===== config.mk =====
export PLATFORM = sky130hd
export DESIGN_NAME = mmio_periph_responder
export DESIGN_NICKNAME = d
export VERILOG_FILES = /design/src/rtl/mmio_periph_responder.sv
export SDC_FILE = /design/constraint.sdc
export NUM_CORES = 1
export LEC_CHECK = 0
export BUFFER_PORTS_ARGS = -buffer_cell sky130_fd_sc_hd__buf_4
export CORE_ASPECT_RATIO = 1.5
export CORE_UTILIZATION = 53
export CTS_BUF_LIST = sky130_fd_sc_hd__clkbuf_2
export DETAILED_ROUTE_END_ITERATION = 16
export PLACE_DENSITY = 0.79
export SLEW_MARGIN = 20
export SYNTH_ARGS = -nofsm -noshare
export SYNTH_HDL_FRONTEND = slang
export SYNTH_SLANG_ARGS = --single-unit

===== constraint.sdc =====
create_clock -name clk -period 5.08 [get_ports clk]
set_clock_uncertainty 0.2 [all_clocks]
set_input_delay 1.016 -clock clk [delete_from_list [all_inputs] [get_ports clk]]
set_output_delay 1.016 -clock clk [all_outputs]
set_load 0.02 [all_outputs]

===== src/rtl/mmio_periph_responder.sv =====
// mmio_periph_responder
//   Memory-mapped peripheral block for the single-cycle MIPS core. Decodes
//   addr[5:2] for accesses in the 0x4000_0000 window and provides a reloading
//   interrupt timer, LED / 7-seg registers, a synchronised switch input and a
//   UART transmitter / receiver.
//
// Ports
//   clk, reset        core clock, asynchronous active-high reset
//   rd, wr            read / write strobes (already qualified by addr[30])
//   addr, wdata       byte address (only [5:2] decoded), write data
//   rdata             combinational read data, 0 when rd=0
//   led, digi         LED and 7-seg output registers
//   switch            raw asynchronous switch inputs
//   UART_RX, UART_TX  serial in (async, idles 1) / serial out
//   irqout            timer interrupt request (TCON[2])
//
// UART FSM states (shared encoding for TX and RX)
//   state | meaning
//   IDLE  | line idle; TX waits for a TXD write, RX waits for a falling edge
//   START | start bit (RX: half-bit wait then resample to reject glitches)
//   DATA  | 8 data bits, LSB first
//   STOP  | stop bit (RX: sampled, byte kept only if it reads 1)

module mmio_periph_responder #(
  parameter int CLKS_PER_BIT = 16
) (
  input  logic        clk,
  input  logic        reset,
  input  logic        rd,
  input  logic        wr,
  input  logic [31:0] addr,
  input  logic [31:0] wdata,
  output logic [31:0] rdata,
  output logic [7:0]  led,
  output logic [11:0] digi,
  input  logic [7:0]  switch,
  input  logic        UART_RX,
  output logic        UART_TX,
  output logic        irqout
);

  localparam int CW = $clog2(CLKS_PER_BIT);
  localparam logic [CW-1:0] BIT_LAST  = CW'(CLKS_PER_BIT - 1);
  localparam logic [CW-1:0] HALF_LAST = CW'(CLKS_PER_BIT / 2 - 1);

  localparam logic [3:0] OFF_TH   = 4'd0;
  localparam logic [3:0] OFF_TL   = 4'd1;
  localparam logic [3:0] OFF_TCON = 4'd2;
  localparam logic [3:0] OFF_LED  = 4'd3;
  localparam logic [3:0] OFF_SW   = 4'd4;
  localparam logic [3:0] OFF_DIGI = 4'd5;
  localparam logic [3:0] OFF_TXD  = 4'd6;
  localparam logic [3:0] OFF_RXD  = 4'd7;
  localparam logic [3:0] OFF_UCON = 4'd8;

  typedef enum logic [1:0] {IDLE, START, DATA, STOP} uart_state_e;

  logic [3:0] off;
  logic       unused_addr;
  assign off         = addr[5:2];
  assign unused_addr = ^{addr[31:6], addr[1:0]};

  logic wr_th, wr_tl, wr_tcon, wr_led, wr_digi, wr_txd, rd_rxd, rd_ucon;
  assign wr_th   = wr && (off == OFF_TH);
  assign wr_tl   = wr && (off == OFF_TL);
  assign wr_tcon = wr && (off == OFF_TCON);
  assign wr_led  = wr && (off == OFF_LED);
  assign wr_digi = wr && (off == OFF_DIGI);
  assign wr_txd  = wr && (off == OFF_TXD);
  assign rd_rxd  = rd && (off == OFF_RXD);
  assign rd_ucon = rd && (off == OFF_UCON);

  // ---------------- timer and simple registers ----------------
  logic [31:0] th_q, th_d, tl_q, tl_d;
  logic [2:0]  tcon_q, tcon_d;
  logic [7:0]  led_q;
  logic [11:0] digi_q;
  logic        tmr_ovf, stat_set;

  always_comb begin
    tmr_ovf  = tcon_q[0] && (tl_q == 32'hFFFF_FFFF);
    stat_set = tmr_ovf && tcon_q[1];

    th_d = wr_th ? wdata : th_q;

    tl_d = tl_q;
    if (wr_tl)          tl_d = wdata;
    else if (tcon_q[0]) tl_d = tmr_ovf ? th_q : tl_q + 32'd1;

    // An overflow keeps status set against a clearing write only when that
    // write leaves the timer enabled with interrupts on.
    tcon_d = tcon_q;
    if (wr_tcon)       tcon_d = {wdata[2] | (stat_set & wdata[1] & wdata[0]), wdata[1:0]};
    else if (stat_set) tcon_d[2] = 1'b1;
  end

  always_ff @(posedge clk or posedge reset) begin
    if (reset) begin
      th_q   <= '0;
      tl_q   <= '0;
      tcon_q <= '0;
      led_q  <= '0;
      digi_q <= '0;
    end else begin
      th_q   <= th_d;
      tl_q   <= tl_d;
      tcon_q <= tcon_d;
      if (wr_led)  led_q  <= wdata[7:0];
      if (wr_digi) digi_q <= wdata[11:0];
    end
  end

  // ---------------- synchronisers ----------------
  logic [7:0] sw_meta_q, sw_sync_q;
  logic       rx_meta_q, rx_sync_q, rx_prev_q;

  // RX synchroniser resets to the idle level so reset release never looks
  // like a start-bit edge.
  always_ff @(posedge clk or posedge reset) begin
    if (reset) begin
      sw_meta_q <= '0;
      sw_sync_q <= '0;
      rx_meta_q <= 1'b1;
      rx_sync_q <= 1'b1;
      rx_prev_q <= 1'b1;
    end else begin
      sw_meta_q <= switch;
      sw_sync_q <= sw_meta_q;
      rx_meta_q <= UART_RX;
      rx_sync_q <= rx_meta_q;
      rx_prev_q <= rx_sync_q;
    end
  end

  // ---------------- UART transmitter ----------------
  uart_state_e   tx_state_q;
  logic [CW-1:0] tx_cnt_q;
  logic [2:0]    tx_idx_q;
  logic [7:0]    tx_shift_q;
  logic          tx_line_q, tx_done_q, tx_busy;

  assign tx_busy = (tx_state_q != IDLE);

  always_ff @(posedge clk or posedge reset) begin
    if (reset) begin
      tx_state_q <= IDLE;
      tx_cnt_q   <= '0;
      tx_idx_q   <= '0;
      tx_shift_q <= '0;
      tx_line_q  <= 1'b1;
      tx_done_q  <= 1'b0;
    end else begin
      if (rd_ucon) tx_done_q <= 1'b0;
      case (tx_state_q)
        IDLE: begin
          if (wr_txd) begin
            tx_shift_q <= wdata[7:0];
            tx_cnt_q   <= BIT_LAST;
            tx_line_q  <= 1'b0;
            tx_state_q <= START;
          end
        end
        START: begin
          if (tx_cnt_q == '0) begin
            tx_cnt_q   <= BIT_LAST;
            tx_line_q  <= tx_shift_q[0];
            tx_shift_q <= {1'b0, tx_shift_q[7:1]};
            tx_idx_q   <= '0;
            tx_state_q <= DATA;
          end else begin
            tx_cnt_q <= tx_cnt_q - CW'(1);
          end
        end
        DATA: begin
          if (tx_cnt_q == '0) begin
            tx_cnt_q <= BIT_LAST;
            if (tx_idx_q == 3'd7) begin
              tx_line_q  <= 1'b1;
              tx_state_q <= STOP;
            end else begin
              tx_line_q  <= tx_shift_q[0];
              tx_shift_q <= {1'b0, tx_shift_q[7:1]};
              tx_idx_q   <= tx_idx_q + 3'd1;
            end
          end else begin
            tx_cnt_q <= tx_cnt_q - CW'(1);
          end
        end
        STOP: begin
          if (tx_cnt_q == '0) begin
            tx_state_q <= IDLE;
            tx_done_q  <= 1'b1;  // overrides a same-cycle UCON read clear
          end else begin
            tx_cnt_q <= tx_cnt_q - CW'(1);
          end
        end
        default: tx_state_q <= IDLE;
      endcase
    end
  end

  // ---------------- UART receiver ----------------
  uart_state_e   rx_state_q;
  logic [CW-1:0] rx_cnt_q;
  logic [2:0]    rx_idx_q;
  logic [7:0]    rx_shift_q, rxd_q;
  logic          rx_valid_q, rx_fall;

  // Edge detect needs the line to have been 1, so a receiver coming out of
  // STOP on a low line waits for it to return high first.
  assign rx_fall = rx_prev_q && !rx_sync_q;

  always_ff @(posedge clk or posedge reset) begin
    if (reset) begin
      rx_state_q <= IDLE;
      rx_cnt_q   <= '0;
      rx_idx_q   <= '0;
      rx_shift_q <= '0;
      rxd_q      <= '0;
      rx_valid_q <= 1'b0;
    end else begin
      if (rd_rxd) rx_valid_q <= 1'b0;
      case (rx_state_q)
        IDLE: begin
          if (rx_fall) begin
            rx_cnt_q   <= HALF_LAST;
            rx_state_q <= START;
          end
        end
        START: begin
          if (rx_cnt_q == '0) begin
            if (rx_sync_q) begin
              rx_state_q <= IDLE;
            end else begin
              rx_cnt_q   <= BIT_LAST;
              rx_idx_q   <= '0;
              rx_state_q <= DATA;
            end
          end else begin
            rx_cnt_q <= rx_cnt_q - CW'(1);
          end
        end
        DATA: begin
          if (rx_cnt_q == '0) begin
            rx_shift_q <= {rx_sync_q, rx_shift_q[7:1]};
            rx_cnt_q   <= BIT_LAST;
            if (rx_idx_q == 3'd7) rx_state_q <= STOP;
            else                  rx_idx_q   <= rx_idx_q + 3'd1;
          end else begin
            rx_cnt_q <= rx_cnt_q - CW'(1);
          end
        end
        STOP: begin
          if (rx_cnt_q == '0) begin
            if (rx_sync_q) begin
              rxd_q      <= rx_shift_q;
              rx_valid_q <= 1'b1;  // new byte beats a same-cycle RXD read
            end
            rx_state_q <= IDLE;
          end else begin
            rx_cnt_q <= rx_cnt_q - CW'(1);
          end
        end
        default: rx_state_q <= IDLE;
      endcase
    end
  end

  // ---------------- read mux and outputs ----------------
  always_comb begin
    rdata = '0;
    if (rd) begin
      case (off)
        OFF_TH:   rdata = th_q;
        OFF_TL:   rdata = tl_q;
        OFF_TCON: rdata = {29'b0, tcon_q};
        OFF_LED:  rdata = {24'b0, led_q};
        OFF_SW:   rdata = {24'b0, sw_sync_q};
        OFF_DIGI: rdata = {20'b0, digi_q};
        OFF_RXD:  rdata = {24'b0, rxd_q};
        OFF_UCON: rdata = {27'b0, tx_busy, rx_valid_q, tx_done_q, 2'b0};
        default:  rdata = '0;
      endcase
    end
  end

  assign led     = led_q;
  assign digi    = digi_q;
  assign UART_TX = tx_line_q;
  assign irqout  = tcon_q[2];

endmodule


**Yosys cells after proc, flatten, opt, wreduce, memory -nomap -nowiden**

Cells that the tools add are included.

- Output and inout port bits: 54
- Input port bits: 77
- Flip-flop bits (word level): 151

- Add/subtract/negate cells: 5
- Multiplexer cells: 56
- Eq/ne operators: 33
- Bitwise operators: 3
- Reduce and logical (&&, ||, !) cells: 34

Operators with widths:

| operator | count |
|---|---|
| 32-bit one-hot mux with 8 select lines | 1 |
| 32-bit two-way mux | 4 |
| 32-bit by 1-bit adder with 32-bit output, second input constant | 1 |
| 32-bit equality test, second input constant | 1 |
| 4-bit two-way mux | 8 |
| 8-bit two-way mux | 4 |
| 2-bit != test, second input constant | 15 |
| 8-bit one-hot mux with 3 select lines | 1 |
| 2-bit two-way mux | 11 |
| 3-bit two-way mux | 7 |
| 5-bit AND reduction | 4 |
| 4-bit by 3-bit equality test with 1-bit output, second input constant | 4 |
| 2-bit one-hot mux with 4 select lines | 2 |
| 4-bit one-hot mux with 4 select lines | 1 |
| 1-bit two-way mux | 13 |
| 4-bit logical NOT | 3 |
| 3-bit one-hot mux with 2 select lines | 2 |
| 4-bit one-hot mux with 3 select lines | 1 |
| 1-bit logical AND | 11 |
| 2-bit nonzero test | 5 |
| 2-bit equality test, second input constant | 4 |
| 4-bit by 2-bit equality test with 1-bit output, second input constant | 2 |
| 4-bit AND reduction | 2 |
| 4-bit by 1-bit subtractor with 4-bit output, second input constant | 2 |
| other kinds (15) | 22 |

**Longest topological paths before layout**

Gate-level depths: netlist (run 1).

- Depth after elaboration: 7
- Gate-level depth with buffers: 9
- Mapped depth without buffers: 7

**Worst setup path before layout (run 1)**

No wires, ideal clock.

- Path kind: input to output
- Start: input addr[5]
- End: output rdata[6]
- Buffers on the path: 2
- Path slack: 1475 ps
- Stages: 5
- Arrival time: 2389 ps
- Path through: clkbuf_1 -> nor4_1 -> clkbuf_1 -> a222oi_1 -> a21oi_1

- Cells in the longest elaborated chain, start to end: 3
- Elaborated cells on any way between the ends: 10

Ends and longest elaborated chain:

| item | line | text |
|---|---|---|
| start: declaration | 31 | `input logic [31:0] addr,` |
| 4-bit equality test (tied with other cells) | 273 | `case (off)` |
| 32-bit one-hot mux with 8 select lines * | 273 |  |
| 32-bit two-way mux * | 272 | `if (rd) begin` |
| end: declaration | 33 | `output logic [31:0] rdata,` |

Mark *: on every way between the ends. The rest lies on a longest branch, timed or not.

**Worst setup path after layout (run 1)**

- Start: input addr[2]
- End: output rdata[22]

Same word-level chain as after synthesis.

==> impl_results.html, run 1 <==
<table>
<tr><th>Metric</th><th>Value</th></tr>
<tr><th colspan="2">Outcome</th></tr>
<tr><td>Result of the run</td><td>finished clean</td></tr>
<tr><th colspan="2">Die</th></tr>
<tr><td>Core box area</td><td>between 10000 and 15000 µm²</td></tr>
<tr><td>Die span in x</td><td>102 µm</td></tr>
<tr><td>Core Rows</td><td>54</td></tr>
<tr><td># IOs</td><td>about 130</td></tr>
<tr><td>Die Outline Area</td><td>between 15000 and 20000 µm²</td></tr>
<tr><td>Starting utilization of the core area</td><td>between 50% and 60%</td></tr>
<tr><td>Die Ht</td><td>about 150 µm</td></tr>
<tr><th colspan="2">Timing</th></tr>
<tr><td>Post-layout min period</td><td>~4.1 ns</td></tr>
<tr><td>Final hold violation count</td><td>0</td></tr>
<tr><td>Worst slack on hold paths</td><td>roughly 0.17 ns</td></tr>
<tr><td>Total Neg Setup Slack</td><td>0 ns</td></tr>
<tr><td>Period utilization</td><td>80.0%</td></tr>
<tr><td>Achievable frequency</td><td>about 0.25 GHz</td></tr>
<tr><td>Slew Limit Headroom</td><td>about two fifths</td></tr>
<tr><td>Setup repair after global routing missed its margin</td><td>false</td></tr>
<tr><td>Pins over their slew limit</td><td>0</td></tr>
<tr><td>Slew @ Worst Pin</td><td>0.884 ns</td></tr>
<tr><td>Number of setup violations in the final report</td><td>0</td></tr>
<tr><th colspan="2">Synth</th></tr>
<tr><td>Yosys top cell area share</td><td>between 40 and 50%</td></tr>
<tr><td>Synthesized area divided by synthesized cell count</td><td>~10 µm²</td></tr>
<tr><td>Unique masters post-synth</td><td>between 50 and 60</td></tr>
<tr><td>Synth Warn #</td><td>0</td></tr>
<tr><td>Most frequent cell after synthesis</td><td>sky130_fd_sc_hd__dfrtp_1</td></tr>
<tr><td>Summed instance area of the synthesized netlist</td><td>approximately 8000 µm²</td></tr>
<tr><td>Basic-gate share of the synthesized area counting and, or, nand and nor cells</td><td>15.3%</td></tr>
<tr><td>Post-Synth Adder-Cell Area</td><td>around 2.7%</td></tr>
<tr><td>Post-synthesis share of cell area spent on xor and xnor gates</td><td>under 10%</td></tr>
<tr><td>Sequential-to-total area share from yosys stat</td><td>47.3%</td></tr>
<tr><td>Synthesized net count</td><td>roughly 870</td></tr>
<tr><td>Commonest cells in the synthesized netlist</td><td>147 x sky130_fd_sc_hd__dfrtp_1, 76 x sky130_fd_sc_hd__mux2_2, 72 x sky130_fd_sc_hd__nor2_1</td></tr>
<tr><td>Count of flip-flops with a built-in enable after synthesis</td><td>0</td></tr>
<tr><td>Cell taking the most area after synthesis</td><td>sky130_fd_sc_hd__dfrtp_1</td></tr>
<tr><td>Fraction of registers with async set/reset</td><td>100%</td></tr>
<tr><td>Largest family of logic cells by synthesized area</td><td>compound AO/OA/AOI/OAI gates</td></tr>
<tr><td>Top cells by area, synth</td><td>sky130_fd_sc_hd__dfrtp_1 46%, sky130_fd_sc_hd__mux2_2 11%, sky130_fd_sc_hd__a21oi_1 3.8%</td></tr>
<tr><td>Post-synthesis compound-gate area fraction</td><td>between 15 and 20%</td></tr>
<tr><td>Portion of netlist area occupied by mux cells</td><td>a little over an eighth</td></tr>
<tr><td>Number of synthesized register bits</td><td>about 150</td></tr>
<tr><td>Most instantiated flip-flop cell in the synthesis netlist</td><td>sky130_fd_sc_hd__dfrtp_1</td></tr>
<tr><td>Post-Syn Instances</td><td>about 800</td></tr>
<tr><th colspan="2">Clocking</th></tr>
<tr><td>Cells resized by post-CTS repair</td><td>0</td></tr>
<tr><td>Clock tree root buffer cell</td><td>sky130_fd_sc_hd__clkbuf_2</td></tr>
<tr><td>Maximum clock path buffer count</td><td>2</td></tr>
<tr><td>Number of H-tree branching levels</td><td>4</td></tr>
<tr><td>Number of post-CTS setup repair buffers</td><td>0</td></tr>
<tr><td>Clock tree from TritonCTS</td><td>done</td></tr>
<tr><td>Quantity of hold-fixing buffers added after cts</td><td>0</td></tr>
<tr><td>Worst-Skew Late Latency</td><td>0.73 ns</td></tr>
<tr><td>CTS buffer count</td><td>17</td></tr>
<tr><td>Clock sink count</td><td>around 150</td></tr>
<tr><td>Clock transition at the registers of the reported paths</td><td>approximately 0.21 ns</td></tr>
<tr><th colspan="2">Drt</th></tr>
<tr><td>Number of nets with antenna violations after routing</td><td>0</td></tr>
<tr><td>Iteration count of the initial detailed-routing pass</td><td>6</td></tr>
<tr><td>Total wire length</td><td>~20000 µm</td></tr>
<tr><td>Number of violations reported at the end of detailed-routing iteration 0</td><td>between 500 and 600</td></tr>
<tr><td>Residual DRC count</td><td>0</td></tr>
<tr><td>Detail-routed net length per standard cell</td><td>roughly 19 µm</td></tr>
<tr><td>Number of vias per cell</td><td>~6.1</td></tr>
<tr><td>Count of vias placed by the detailed router</td><td>between 6000 and 7000</td></tr>
<tr><th colspan="2">Critical path</th></tr>
<tr><td>FF-to-FF path depth</td><td>6</td></tr>
<tr><td>Cells traversed along the worst timing path</td><td>buf_4 &gt; nor2b_1 &gt; and2_1 &gt; buf_4 &gt; a22oi_1 &gt; nor2_1 &gt; buf_4</td></tr>
<tr><td>Critical path capture point type</td><td>output port</td></tr>
<tr><td>Setup crit start kind</td><td>input port</td></tr>
<tr><td>Critical path required time</td><td>3.86 ns</td></tr>
<tr><td>Slowest-stage cell, CP</td><td>sky130_fd_sc_hd__and2_1</td></tr>
<tr><td>Largest fanout of any net on the critical path</td><td>18</td></tr>
<tr><td>Data arrival time of the critical path</td><td>about 2.9 ns</td></tr>
<tr><td>Largest incremental delay on the critical path</td><td>between 0.5 and 0.6 ns</td></tr>
<tr><td>Critical setup path kind</td><td>input port to output port</td></tr>
<tr><td>Most frequent cell on the critical path</td><td>sky130_fd_sc_hd__buf_4</td></tr>
<tr><th colspan="2">Global route</th></tr>
<tr><td>Pin count of the biggest net entering global routing</td><td>approximately 150</td></tr>
<tr><td>Vias in the first global route</td><td>between 6000 and 7000</td></tr>
<tr><td>Tot GR Track Use</td><td>a little over a quarter</td></tr>
<tr><td>Remaining global-route overflow</td><td>0</td></tr>
<tr><td>Antenna violations before repair</td><td>1</td></tr>
<tr><td>Global-route wire length before repair</td><td>between 30000 and 40000 µm</td></tr>
<tr><th colspan="2">Final layout</th></tr>
<tr><td>Final Net Count</td><td>about 960</td></tr>
<tr><td>Layout cells sized above 1</td><td>between 20% and 30%</td></tr>
<tr><td>Final core utilization</td><td>a little over three fifths</td></tr>
<tr><td>Fill cell total of the finished layout</td><td>between 1000 and 1500</td></tr>
<tr><td>Area of all placed cells without fillers</td><td>approximately 9200 µm²</td></tr>
<tr><td>Final instance count without filler cells</td><td>1075</td></tr>
<tr><td>Layout overhead on the synthesized area</td><td>14.9%</td></tr>
<tr><th colspan="2">Worst hold path</th></tr>
<tr><td>Worst hold path depth</td><td>0</td></tr>
<tr><td>Worst min-delay path class</td><td>flop to flop</td></tr>
<tr><th colspan="2">Place</th></tr>
<tr><td>Detail Placement HPWL</td><td>between 10000 and 15000 µm</td></tr>
<tr><td>Cell area reported after detailed placement</td><td>between 8000 and 9000 µm²</td></tr>
<tr><td>Number of I/O port buffers</td><td>roughly 100</td></tr>
<tr><td>Cell Count Post-Placement</td><td>between 1000 and 1500</td></tr>
<tr><td>Gp weighted congestion</td><td>~0.85</td></tr>
<tr><th colspan="2">Power and ir drop</th></tr>
<tr><td>Total power divided by cell area</td><td>372 nW/µm²</td></tr>
<tr><td>Leakage</td><td>~0.0041 µW</td></tr>
<tr><td>Worst vdd rail ir drop</td><td>0.246 mV</td></tr>
<tr><th colspan="2">Flow run</th></tr>
<tr><td>Number of max-capacitance violations reported</td><td>0</td></tr>
</table>
## layout make-up
type / instances / area [µm²] / area share, %
clock inverter: 15 / 184 / 2.00
tap: 196 / 245 / 2.67
clock buffer: 17 / 85.1 / 0.926
inverter: 21 / 82.6 / 0.899
multi-input combinational: 560 / 3940 / 42.9
timing repair buffer: 114 / 868 / 9.45
antenna: 1 / 2.50 / 0.0272
sequential: 151 / 3780 / 41.2
## registers in the layout, summed over array words and instances, names as in the netlist, named ones only
name        cells
rx_valid_q      1
th_q           32
rx_shift_q      8
tx_idx_q        3
rxd_q           8
tx_state_q      2
rx_idx_q        3
tx_done_q       1
led             8
sw_sync_q       8
rx_cnt_q        4
UART_TX         1
rx_sync_q       1
sw_meta_q       8
tx_shift_q      8
rx_prev_q       1
tl_q           32
digi           12
tcon_q          3
rx_state_q      1
tx_cnt_q        4
rx_meta_q       1
## layout by cell type (no fill, tap or decap), types with 3 or more instances in the layout
| cell | Yosys | routed |
|---|---|---|
| sky130_fd_sc_hd__nor4_1 | 7 | 6 |
| sky130_fd_sc_hd__a21oi_1 | 61 | 61 |
| sky130_fd_sc_hd__a222oi_1 | 8 | 8 |
| sky130_fd_sc_hd__nand3b_1 | 3 | 3 |
| sky130_fd_sc_hd__bufinv_16 | 0 | 4 |
| sky130_fd_sc_hd__a22oi_1 | 27 | 27 |
| sky130_fd_sc_hd__nand2_1 | 37 | 37 |
| sky130_fd_sc_hd__clkbuf_2 | 0 | 17 |
| sky130_fd_sc_hd__o32a_1 | 3 | 3 |
| sky130_fd_sc_hd__nand2b_1 | 10 | 10 |
| sky130_fd_sc_hd__o22a_1 | 4 | 4 |
| sky130_fd_sc_hd__nor2b_1 | 5 | 5 |
| sky130_fd_sc_hd__nand4_1 | 16 | 16 |
| sky130_fd_sc_hd__nor3_1 | 14 | 14 |
| sky130_fd_sc_hd__and3_1 | 20 | 20 |
| sky130_fd_sc_hd__mux2i_1 | 24 | 24 |
| sky130_fd_sc_hd__o21ai_0 | 29 | 29 |
| sky130_fd_sc_hd__o22ai_1 | 12 | 12 |
| sky130_fd_sc_hd__ha_1 | 17 | 17 |
| sky130_fd_sc_hd__inv_1 | 21 | 20 |
| sky130_fd_sc_hd__clkinv_2 | 0 | 4 |
| sky130_fd_sc_hd__clkinv_1 | 0 | 3 |
| sky130_fd_sc_hd__and2_1 | 6 | 6 |
| sky130_fd_sc_hd__a22o_1 | 5 | 5 |
| sky130_fd_sc_hd__xor2_1 | 12 | 12 |
| sky130_fd_sc_hd__o211ai_1 | 5 | 5 |
| sky130_fd_sc_hd__buf_4 | 0 | 113 |
| sky130_fd_sc_hd__dfrtp_1 | 147 | 147 |
| sky130_fd_sc_hd__clkinvlp_4 | 0 | 3 |
| sky130_fd_sc_hd__and4_1 | 7 | 7 |
| sky130_fd_sc_hd__mux2_2 | 76 | 76 |
| sky130_fd_sc_hd__nor3b_1 | 6 | 6 |
| sky130_fd_sc_hd__nor2_1 | 72 | 72 |
| sky130_fd_sc_hd__a31oi_1 | 10 | 10 |
| sky130_fd_sc_hd__nand3_1 | 21 | 21 |
| sky130_fd_sc_hd__xnor2_1 | 8 | 8 |
| sky130_fd_sc_hd__dfstp_2 | 4 | 4 |
| sky130_fd_sc_hd__o31ai_1 | 4 | 4 |
## worst paths after layout
kind                       startpoint       endpoint  slack, ns
max reg2reg                   tl_q[1]       tl_q[31]       2.05
max in group asynchronous       reset  tx_shift_q[4]       3.77
min reg2reg                 rx_meta_q      rx_sync_q       0.17
max                           addr[2]      rdata[22]       1.02
min                         rx_meta_q      rx_sync_q       0.17
min in group asynchronous       reset        digi[9]       0.28
## per-layer routing
metal  up-vias  track usage (%)  part of all wire (%)
met3        63             4.40                   6.3
met5         -                0                     0
met2       299             44.9                    51
met4         0             14.7                   4.6
met1      3189             34.0                    39
li1       3049                -                     -
## power by group
part | total, µW | internal, µW | switching, µW
registers | 1760 | 1440 | 313
logic | 911 | 443 | 468
clock network | 750 | 317 | 433
total | 3420 | 2200 | 1210
## worst max-delay path: cells and delay by family
kind,cells,cell delay [ns]
AND/OR/NAND/NOR,3,0.96
buffers and inverters,3,0.69
AO/OA/AOI/OAI,1,0.17
## metrics by stage
step / power [µW] / setup slack (ns)
after global placement: 2640 / 1.05
after global routing: 3620 / 0.909
after CTS: 3420 / 1.03
final: 3420 / 1.02
after floorplan: 2360 / 1.47
after detailed placement: 2680 / 1.05
## cell families after synthesis
group	after synthesis
buf+inv	69
fa+ha+maj	17
simple gates	234
mux	100
xor+xnor	20
compound gates	189
flops	151
Power figures use the tool's default switching activity.
==> inputs of run 2 (changes only) <==
clock period = 3.6 ns   (was 5.08 ns; I/O delays follow)
==> run 2 against run 1 <==
  * Worst hold slack got worse by 0.11 ns
  * Via count rose by 1.6%
  * Clock power rose by 28%
  * Setup slack got worse by 0.76 ns
  * Total power rose by 39%
  * Final cell count rose by 3.9%
  * Highest routed layer unchanged
==> impl_results.html, run 2 (synthesized netlist as in run 1, its figures left out) <==
<table>
<tr><th>Metric</th><th>Value</th></tr>
<tr><th colspan="2">Outcome</th></tr>
<tr><td>Result of the run</td><td>finished clean</td></tr>
<tr><th colspan="2">Critical path</th></tr>
<tr><td>Internal reg-to-reg setup slack</td><td>0.73 ns (-1.32 ns)</td></tr>
<tr><td>FF-to-FF path depth</td><td>6 (unchanged)</td></tr>
<tr><td>Data arrival time of the critical path</td><td>2.43 ns (-0.42 ns)</td></tr>
<tr><td>Setup crit start kind</td><td>flop</td></tr>
<tr><td>Worst reg2reg path startpoint</td><td>tl_q[4]</td></tr>
<tr><td>Critical setup path kind</td><td>flop to output port</td></tr>
<tr><td>Worst reg2reg endpoint</td><td>tl_q[25]</td></tr>
<tr><td>Critical path required time</td><td>2.68 ns (-1.18 ns)</td></tr>
<tr><td>Largest fanout of any net on the critical path</td><td>18 (unchanged)</td></tr>
<tr><td>Critical path capture point type</td><td>output port</td></tr>
<tr><th colspan="2">Timing</th></tr>
<tr><td>Setup repair after global routing missed its margin</td><td>false</td></tr>
<tr><td>Slew Limit Headroom</td><td>42.4% (+1.6 points)</td></tr>
<tr><td>Period utilization</td><td>93.0%</td></tr>
<tr><td>Post-route setup slack</td><td>0.254 ns (-0.764 ns)</td></tr>
<tr><td>Post-layout min period</td><td>between 3 and 4 ns</td></tr>
<tr><td>Achievable frequency</td><td>between 0.2 and 0.3 GHz</td></tr>
<tr><td>Number of setup violations in the final report</td><td>0 (unchanged)</td></tr>
<tr><td>Slew @ Worst Pin</td><td>0.859 ns (-0.0245 ns)</td></tr>
<tr><td>Total Neg Setup Slack</td><td>0 ns (unchanged)</td></tr>
<tr><td>Final hold violation count</td><td>0 (unchanged)</td></tr>
<tr><td>Pins over their slew limit</td><td>0 (unchanged)</td></tr>
<tr><th colspan="2">Worst hold path</th></tr>
<tr><td>Worst Hold Endpoint</td><td>tl_q[23]</td></tr>
<tr><td>Hold Crit Start</td><td>wdata[23]</td></tr>
<tr><td>Worst min-delay path class</td><td>input port to flop</td></tr>
<tr><td>Worst hold path depth</td><td>3 (+3)</td></tr>
<tr><th colspan="2">Clocking</th></tr>
<tr><td>Maximum clock path buffer count</td><td>2 (unchanged)</td></tr>
<tr><td>Clock sink count</td><td>151 (unchanged)</td></tr>
<tr><td>Clock tree root buffer cell</td><td>sky130_fd_sc_hd__clkbuf_2</td></tr>
<tr><td>Clock transition at the registers of the reported paths</td><td>0.22 ns (about the same)</td></tr>
<tr><td>Number of H-tree branching levels</td><td>4 (unchanged)</td></tr>
<tr><td>Cells resized by post-CTS repair</td><td>0 (unchanged)</td></tr>
<tr><td>Worst-Skew Late Latency</td><td>0.71 ns (-0.02 ns)</td></tr>
<tr><td>Clock tree from TritonCTS</td><td>done</td></tr>
<tr><td>Number of post-CTS setup repair buffers</td><td>0 (unchanged)</td></tr>
<tr><td>CTS buffer count</td><td>17 (unchanged)</td></tr>
<tr><td>Quantity of hold-fixing buffers added after cts</td><td>21 (+21)</td></tr>
<tr><th colspan="2">Final layout</th></tr>
<tr><td>Layout cells sized above 1</td><td>26.7% (+0.20 points)</td></tr>
<tr><td>Layout overhead on the synthesized area</td><td>19.8%</td></tr>
<tr><td>Leading cell types in the layout, fill and taps excluded</td><td>147 x sky130_fd_sc_hd__dfrtp_1, 122 x sky130_fd_sc_hd__buf_4, 76 x sky130_fd_sc_hd__mux2_2</td></tr>
<tr><td>Final Net Count</td><td>1001 (+4.4%)</td></tr>
<tr><td>Area of all placed cells without fillers</td><td>9580 µm² (+4.2%)</td></tr>
<tr><td>Commonest non-fill, non-tap cell in the layout</td><td>sky130_fd_sc_hd__dfrtp_1</td></tr>
<tr><td>Final core utilization</td><td>65.3% (+2.6 points)</td></tr>
<tr><th colspan="2">Place</th></tr>
<tr><td>Cell area reported after detailed placement</td><td>9020 µm² (+1.2%)</td></tr>
<tr><td>Detail Placement HPWL</td><td>14200 µm (+3.1%)</td></tr>
<tr><td>Gp weighted congestion</td><td>0.886 (+3.8%)</td></tr>
<tr><td>Number of I/O port buffers</td><td>102 (unchanged)</td></tr>
<tr><td>Placement-stage worst setup slack</td><td>0.386 ns (-0.667 ns)</td></tr>
<tr><th colspan="2">Power and ir drop</th></tr>
<tr><td>Design internal power</td><td>3020 µW (+37%)</td></tr>
<tr><td>Sequential fraction of design power</td><td>52.2% (+0.8 points)</td></tr>
<tr><td>Switch Pwr</td><td>1750 µW (+44%)</td></tr>
<tr><td>Clock network fraction of total power</td><td>20.1% (-1.8 points)</td></tr>
<tr><td>Total power divided by cell area</td><td>498 nW/µm² (+34%)</td></tr>
<tr><td>Post-layout power</td><td>4760 µW (+39%)</td></tr>
<tr><td>Part of the total power dissipated in combinational logic</td><td>27.6% (+0.9 points)</td></tr>
<tr><td>Leakage</td><td>0.00427 µW (+4.1%)</td></tr>
<tr><td>Switching portion of total power</td><td>36.6% (+1.1 points)</td></tr>
<tr><td>Worst vdd rail ir drop</td><td>0.329 mV (+34%)</td></tr>
<tr><th colspan="2">Drt</th></tr>
<tr><td>Number of nets with antenna violations after routing</td><td>0 (unchanged)</td></tr>
<tr><td>Number of vias per cell</td><td>6.00 (-2.2%)</td></tr>
<tr><td>Total wire length</td><td>20400 µm (+1.4%)</td></tr>
<tr><td>Detail-routed net length per standard cell</td><td>18.2 µm (-2.5%)</td></tr>
<tr><td>Iteration count of the initial detailed-routing pass</td><td>5 (-1)</td></tr>
<tr><td>Residual DRC count</td><td>0 (unchanged)</td></tr>
<tr><td>Number of violations reported at the end of detailed-routing iteration 0</td><td>606 (+1.8%)</td></tr>
<tr><td>Count of vias placed by the detailed router</td><td>6704 (+1.6%)</td></tr>
<tr><th colspan="2">Die</th></tr>
<tr><td>Core box area</td><td>14700 µm² (unchanged)</td></tr>
<tr><td>Core Rows</td><td>54 (unchanged)</td></tr>
<tr><td>Die span in x</td><td>102 µm (unchanged)</td></tr>
<tr><td># IOs</td><td>131 (unchanged)</td></tr>
<tr><td>Die Ht</td><td>152 µm (unchanged)</td></tr>
<tr><td>Starting utilization of the core area</td><td>54.5% (unchanged)</td></tr>
<tr><td>Die Outline Area</td><td>15600 µm² (unchanged)</td></tr>
<tr><th colspan="2">Global route</th></tr>
<tr><td>Pin count of the biggest net entering global routing</td><td>65 (-57%)</td></tr>
<tr><td>Remaining global-route overflow</td><td>0 (unchanged)</td></tr>
<tr><td>Antenna violations before repair</td><td>1 (unchanged)</td></tr>
<tr><td>Vias in the first global route</td><td>6708 (+0.52%)</td></tr>
<tr><td>Tot GR Track Use</td><td>27.4% (+0.082 points)</td></tr>
<tr><td>Global-route wire length before repair</td><td>32900 µm (+0.55%)</td></tr>
<tr><th colspan="2">Flow run</th></tr>
<tr><td>Number of max-capacitance violations reported</td><td>0 (unchanged)</td></tr>
</table>
[run 2: critical path: stages, from the launching register on]
cell and delay [ns]:
sky130_fd_sc_hd__dfrtp_1 0.80, sky130_fd_sc_hd__a221oi_1 0.20, sky130_fd_sc_hd__a211o_1 0.33, sky130_fd_sc_hd__a21oi_1 0.22
sky130_fd_sc_hd__buf_4 0.19
[run 2: metal layers]
layer	global-route usage, %	up-vias	part of all wire, %
met1	31.8	3282	39
met3	5.28	48	4.9
met2	47.0	246	52
met4	14.3	0	3.8
li1	-	3128	-
met5	0	-	0
[run 2: layout make-up]
cell class              instances  area, µm²
fillers                      1188       5090
flip-flops and latches        151       3780
inverters                      21       82.6
well taps                     196        245
diodes                          1       2.50
clock buffers                  18       90.1
repair buffers                156       1290
multi-input cells             560       3940
clock inverters                14        148
[run 2: per-stage QoR]
stage / std cells / hold WS, ns
2_1_floorplan: 780 / 0.131
5_1_grt: 1117 / 0.000705
3_3_place_gp: 1053 / 0.133
3_5_place_dp: 1053 / 0.135
6_report: 1117 / 0.0643
4_1_cts: 1106 / 0.00162
[run 2: worst max-delay path by stage]
| stage | start | end | slack (ns) | cells after the start |
|---|---|---|---|---|
| after floorplan | addr[5] | rdata[6] | 0.59 | 5 |
| after CTS | tcon_q[0] | rdata[0] | 0.21 | 4 |
| after global placement | addr[2] | rdata[22] | 0.36 | 7 |
| after detailed placement | addr[2] | rdata[22] | 0.39 | 7 |
| after global routing | tcon_q[0] | rdata[0] | 0.11 | 4 |
| final | tcon_q[0] | rdata[0] | 0.25 | 4 |
[run 2: power by group through the flow]
stage	combinational, µW	clock (µW)	sequential [µW]
final	1320	960	2490
after global routing	1460	1060	2530
after CTS	1310	983	2470
after detailed placement	1290	0	2500
after global placement	1250	0	2490
after floorplan	930	0	2400
==> inputs of run 3 (changes only) <==
GPL_TIMING_DRIVEN = 0   (was unset)
REMOVE_ABC_BUFFERS = 1   (was unset)
==> run 3 against run 2 <==
  * Via count is 0.69% higher
  * Sequential power hardly changed
  * Design area is 1.3% lower
  * Critical path type is now input port to output port
  * Non-clock buffer count is 21 lower
  * Setup slack worse by 0.14 ns
  * Sequential cell count stayed put
  * Fmax is 4.0% lower
  * Clock power is 8% higher
  * Global-route usage hardly changed
  * Routed wire length is 2.2% higher
==> impl_results.html, run 3 (synthesized netlist as in run 1, its figures left out) <==
<table>
<tr><th>Metric</th><th>Value</th></tr>
<tr><th colspan="2">Outcome</th></tr>
<tr><td>Result of the run</td><td>finished clean</td></tr>
<tr><th colspan="2">Timing</th></tr>
<tr><td>Achievable frequency</td><td>0.287 GHz (-4.0%)</td></tr>
<tr><td>Pins over their slew limit</td><td>0 (unchanged)</td></tr>
<tr><td>Final hold violation count</td><td>0 (unchanged)</td></tr>
<tr><td>Slew Limit Headroom</td><td>34.7% (-7.7 points)</td></tr>
<tr><td>Post-layout min period</td><td>3.49 ns (+0.139 ns)</td></tr>
<tr><td>Total Neg Setup Slack</td><td>0 ns (unchanged)</td></tr>
<tr><td>Number of setup violations in the final report</td><td>0 (unchanged)</td></tr>
<tr><td>Setup repair after global routing missed its margin</td><td>false</td></tr>
<tr><td>Worst slack on hold paths</td><td>0.0636 ns (-0.000716 ns)</td></tr>
<tr><td>Slew @ Worst Pin</td><td>0.974 ns (+0.115 ns)</td></tr>
<tr><td>Period utilization</td><td>96.8% (+3.9 points)</td></tr>
<tr><td>Post-route setup slack</td><td>0.114 ns (-0.139 ns)</td></tr>
<tr><th colspan="2">Drt</th></tr>
<tr><td>Total wire length</td><td>20800 µm (+2.2%)</td></tr>
<tr><td>Count of vias placed by the detailed router</td><td>6750 (+0.69%)</td></tr>
<tr><td>Number of vias per cell</td><td>6.16 (+2.6%)</td></tr>
<tr><td>Number of violations reported at the end of detailed-routing iteration 0</td><td>576 (-5.0%)</td></tr>
<tr><td>Number of nets with antenna violations after routing</td><td>0 (unchanged)</td></tr>
<tr><td>Iteration count of the initial detailed-routing pass</td><td>6 (+1)</td></tr>
<tr><td>Detail-routed net length per standard cell</td><td>19.0 µm (+4.2%)</td></tr>
<tr><td>Residual DRC count</td><td>0 (unchanged)</td></tr>
<tr><th colspan="2">Critical path</th></tr>
<tr><td>Setup crit start kind</td><td>input port</td></tr>
<tr><td>Data arrival time of the critical path</td><td>2.57 ns (+0.14 ns)</td></tr>
<tr><td>Most frequent cell on the critical path</td><td>sky130_fd_sc_hd__buf_4</td></tr>
<tr><td>Slowest-stage cell, CP</td><td>sky130_fd_sc_hd__and2_1</td></tr>
<tr><td>Critical setup path kind</td><td>input port to output port</td></tr>
<tr><td>Critical path capture point type</td><td>output port</td></tr>
<tr><td>Cells traversed along the worst timing path</td><td>buf_4 &gt; nor2b_1 &gt; and2_1 &gt; a222oi_1 &gt; a21oi_1 &gt; buf_4</td></tr>
<tr><td>Family of cells with the greatest summed delay on the critical path</td><td>simple AND/OR/NAND/NOR gates</td></tr>
<tr><td>Crit path buffers/inverters</td><td>2 (+1)</td></tr>
<tr><td>Critical path required time</td><td>2.68 ns (about the same)</td></tr>
<tr><td>Largest incremental delay on the critical path</td><td>0.53 ns (-0.27 ns)</td></tr>
<tr><td>Largest fanout of any net on the critical path</td><td>18 (unchanged)</td></tr>
<tr><th colspan="2">Power and ir drop</th></tr>
<tr><td>Total power divided by cell area</td><td>510 nW/µm² (+2.5%)</td></tr>
<tr><td>Clock network fraction of total power</td><td>21.5% (+1.4 points)</td></tr>
<tr><td>Part of the total power dissipated in combinational logic</td><td>27.1% (-0.5 points)</td></tr>
<tr><td>Worst vdd rail ir drop</td><td>0.370 mV (+12%)</td></tr>
<tr><td>Design internal power</td><td>3070 µW (+1.8%)</td></tr>
<tr><td>Switch Pwr</td><td>1750 µW (about the same)</td></tr>
<tr><td>Switching portion of total power</td><td>36.2% (-0.41 points)</td></tr>
<tr><td>Leakage</td><td>0.00420 µW (-1.5%)</td></tr>
<tr><td>Sequential fraction of design power</td><td>51.4% (-0.8 points)</td></tr>
<tr><th colspan="2">Final layout</th></tr>
<tr><td>Footprint of the multi-input gates</td><td>3970 µm² (+0.70%)</td></tr>
<tr><td>Final instance count without filler cells</td><td>1096 (-1.9%)</td></tr>
<tr><td>Fill cell total of the finished layout</td><td>1199 (+0.93%)</td></tr>
<tr><td>Layout cells sized above 1</td><td>26.5% (-0.27 points)</td></tr>
<tr><td>Area of all placed cells without fillers</td><td>9450 µm² (-1.3%)</td></tr>
<tr><td>Commonest non-fill, non-tap cell in the layout</td><td>sky130_fd_sc_hd__dfrtp_1</td></tr>
<tr><td>Leading cell types in the layout, fill and taps excluded</td><td>147 x sky130_fd_sc_hd__dfrtp_1, 104 x sky130_fd_sc_hd__buf_4, 76 x sky130_fd_sc_hd__mux2_2</td></tr>
<tr><td>Final Net Count</td><td>980 (-2.1%)</td></tr>
<tr><td>Combined flip-flop and latch cell area</td><td>3780 µm² (unchanged)</td></tr>
<tr><td>Layout overhead on the synthesized area</td><td>18.3%</td></tr>
<tr><th colspan="2">Place</th></tr>
<tr><td>Placement-stage worst setup slack</td><td>0.000589 ns (-0.385 ns)</td></tr>
<tr><td>Cell Count Post-Placement</td><td>1039 (-1.3%)</td></tr>
<tr><td>Number of I/O port buffers</td><td>102 (unchanged)</td></tr>
<tr><td>Detail Placement HPWL</td><td>14100 µm (-0.44%)</td></tr>
<tr><td>Gp weighted congestion</td><td>0.825 (-6.9%)</td></tr>
<tr><td>Cell area reported after detailed placement</td><td>8940 µm² (-0.98%)</td></tr>
<tr><th colspan="2">Clocking</th></tr>
<tr><td>Clock tree from TritonCTS</td><td>done</td></tr>
<tr><td>Clock sink count</td><td>151 (unchanged)</td></tr>
<tr><td>Number of post-CTS setup repair buffers</td><td>0 (unchanged)</td></tr>
<tr><td>Clock transition at the registers of the reported paths</td><td>0.22 ns (about the same)</td></tr>
<tr><td>Maximum clock path buffer count</td><td>2 (unchanged)</td></tr>
<tr><td>Clock tree root buffer cell</td><td>sky130_fd_sc_hd__clkbuf_2</td></tr>
<tr><td>Worst-Skew Late Latency</td><td>0.71 ns (about the same)</td></tr>
<tr><td>CTS buffer count</td><td>17 (unchanged)</td></tr>
<tr><td>Number of H-tree branching levels</td><td>4 (unchanged)</td></tr>
<tr><th colspan="2">Die</th></tr>
<tr><td>Core box area</td><td>14700 µm² (unchanged)</td></tr>
<tr><td># IOs</td><td>131 (unchanged)</td></tr>
<tr><td>Die span in x</td><td>102 µm (unchanged)</td></tr>
<tr><td>Die Ht</td><td>152 µm (unchanged)</td></tr>
<tr><td>Core Rows</td><td>54 (unchanged)</td></tr>
<tr><td>Starting utilization of the core area</td><td>54.5% (unchanged)</td></tr>
<tr><td>Die Outline Area</td><td>15600 µm² (unchanged)</td></tr>
<tr><th colspan="2">Global route</th></tr>
<tr><td>Remaining global-route overflow</td><td>0 (unchanged)</td></tr>
<tr><td>Vias in the first global route</td><td>6662 (-0.69%)</td></tr>
<tr><td>Antenna violations before repair</td><td>1 (unchanged)</td></tr>
<tr><td>Tot GR Track Use</td><td>27.4% (about the same)</td></tr>
<tr><td>Global-route wire length before repair</td><td>33000 µm (+0.32%)</td></tr>
<tr><td>Pin count of the biggest net entering global routing</td><td>91 (+40%)</td></tr>
<tr><th colspan="2">Worst hold path</th></tr>
<tr><td>Worst min-delay path class</td><td>input port to flop</td></tr>
<tr><th colspan="2">Flow run</th></tr>
<tr><td>Number of max-capacitance violations reported</td><td>0 (unchanged)</td></tr>
</table>
==> run 3: cell count changes in the layout (fill, tap and decap cells not counted), moves of 2 or more <==
cell,before,now
sky130_fd_sc_hd__dlygate4sd3_1,31,24
sky130_fd_sc_hd__clkinv_4,1,4
sky130_fd_sc_hd__nand2_2,0,2
sky130_fd_sc_hd__nand2_1,37,35
sky130_fd_sc_hd__clkinvlp_4,5,2
sky130_fd_sc_hd__buf_4,122,104
sky130_fd_sc_hd__buf_12,3,1
sky130_fd_sc_hd__buf_6,0,2
sky130_fd_sc_hd__buf_2,0,3
==> run 3: per-layer routing <==
layer | up-vias | GRT usage [%] | wire, µm
li1 | 3088 | - | -
met1 | 3353 | 33.5 | 8400
met5 | - | 0 | 0
met3 | 38 | 6.06 | 1270
met2 | 271 | 46.2 | 10600
met4 | 0 | 11.1 | 490
==> run 3: per-stage QoR <==
step           power [µW]  util, %
4_1_cts              4810     64.2
2_1_floorplan        3290        -
5_1_grt              5070     64.5
3_3_place_gp         3720     60.1
6_report             4820     64.5
3_5_place_dp         3780     60.9
==> run 3: worst paths after layout <==
path,slack (ns),cells after the start,end,startpoint
worst max-delay path,0.11,6,rdata[1],addr[4]
max in group asynchronous,2.02,4,th_q[6],reset
worst min-delay path,0.06,2,th_q[21],wdata[21]
worst max register to register,0.45,8,tl_q[25],tl_q[1]
worst min register to register,0.17,0,rx_sync_q,rx_meta_q
min in group asynchronous,0.34,3,sw_sync_q[5],reset
==> run 3: area by class of cell <==
| type | count | share of cell area, % |
|---|---|---|
| multi-input cells | 560 | 41.9 |
| flip-flops and latches | 151 | 40.0 |
| clock buffers | 18 | 0.953 |
| repair buffers | 135 | 11.7 |
| diodes | 1 | 0.0265 |
| clock inverters | 14 | 1.85 |
| well taps | 196 | 2.59 |
| inverters | 21 | 0.913 |
==> run 3: what timing repair did <==
item,CTS,global route
setup endpoints to repair,1,4
hold buffers,21,3
endpoints found under the hold margin,83,4
gates resized for setup,1,2
==> run 3: power groups by stage <==
stage / Sequential [µW] / Combinational (µW) / Clock, µW
after floorplan: 2430 / 862 / 0
after global placement: 2480 / 1230 / 0
final: 2480 / 1310 / 1040
after global routing: 2520 / 1440 / 1120
after detailed placement: 2500 / 1280 / 0
after CTS: 2460 / 1300 / 1050
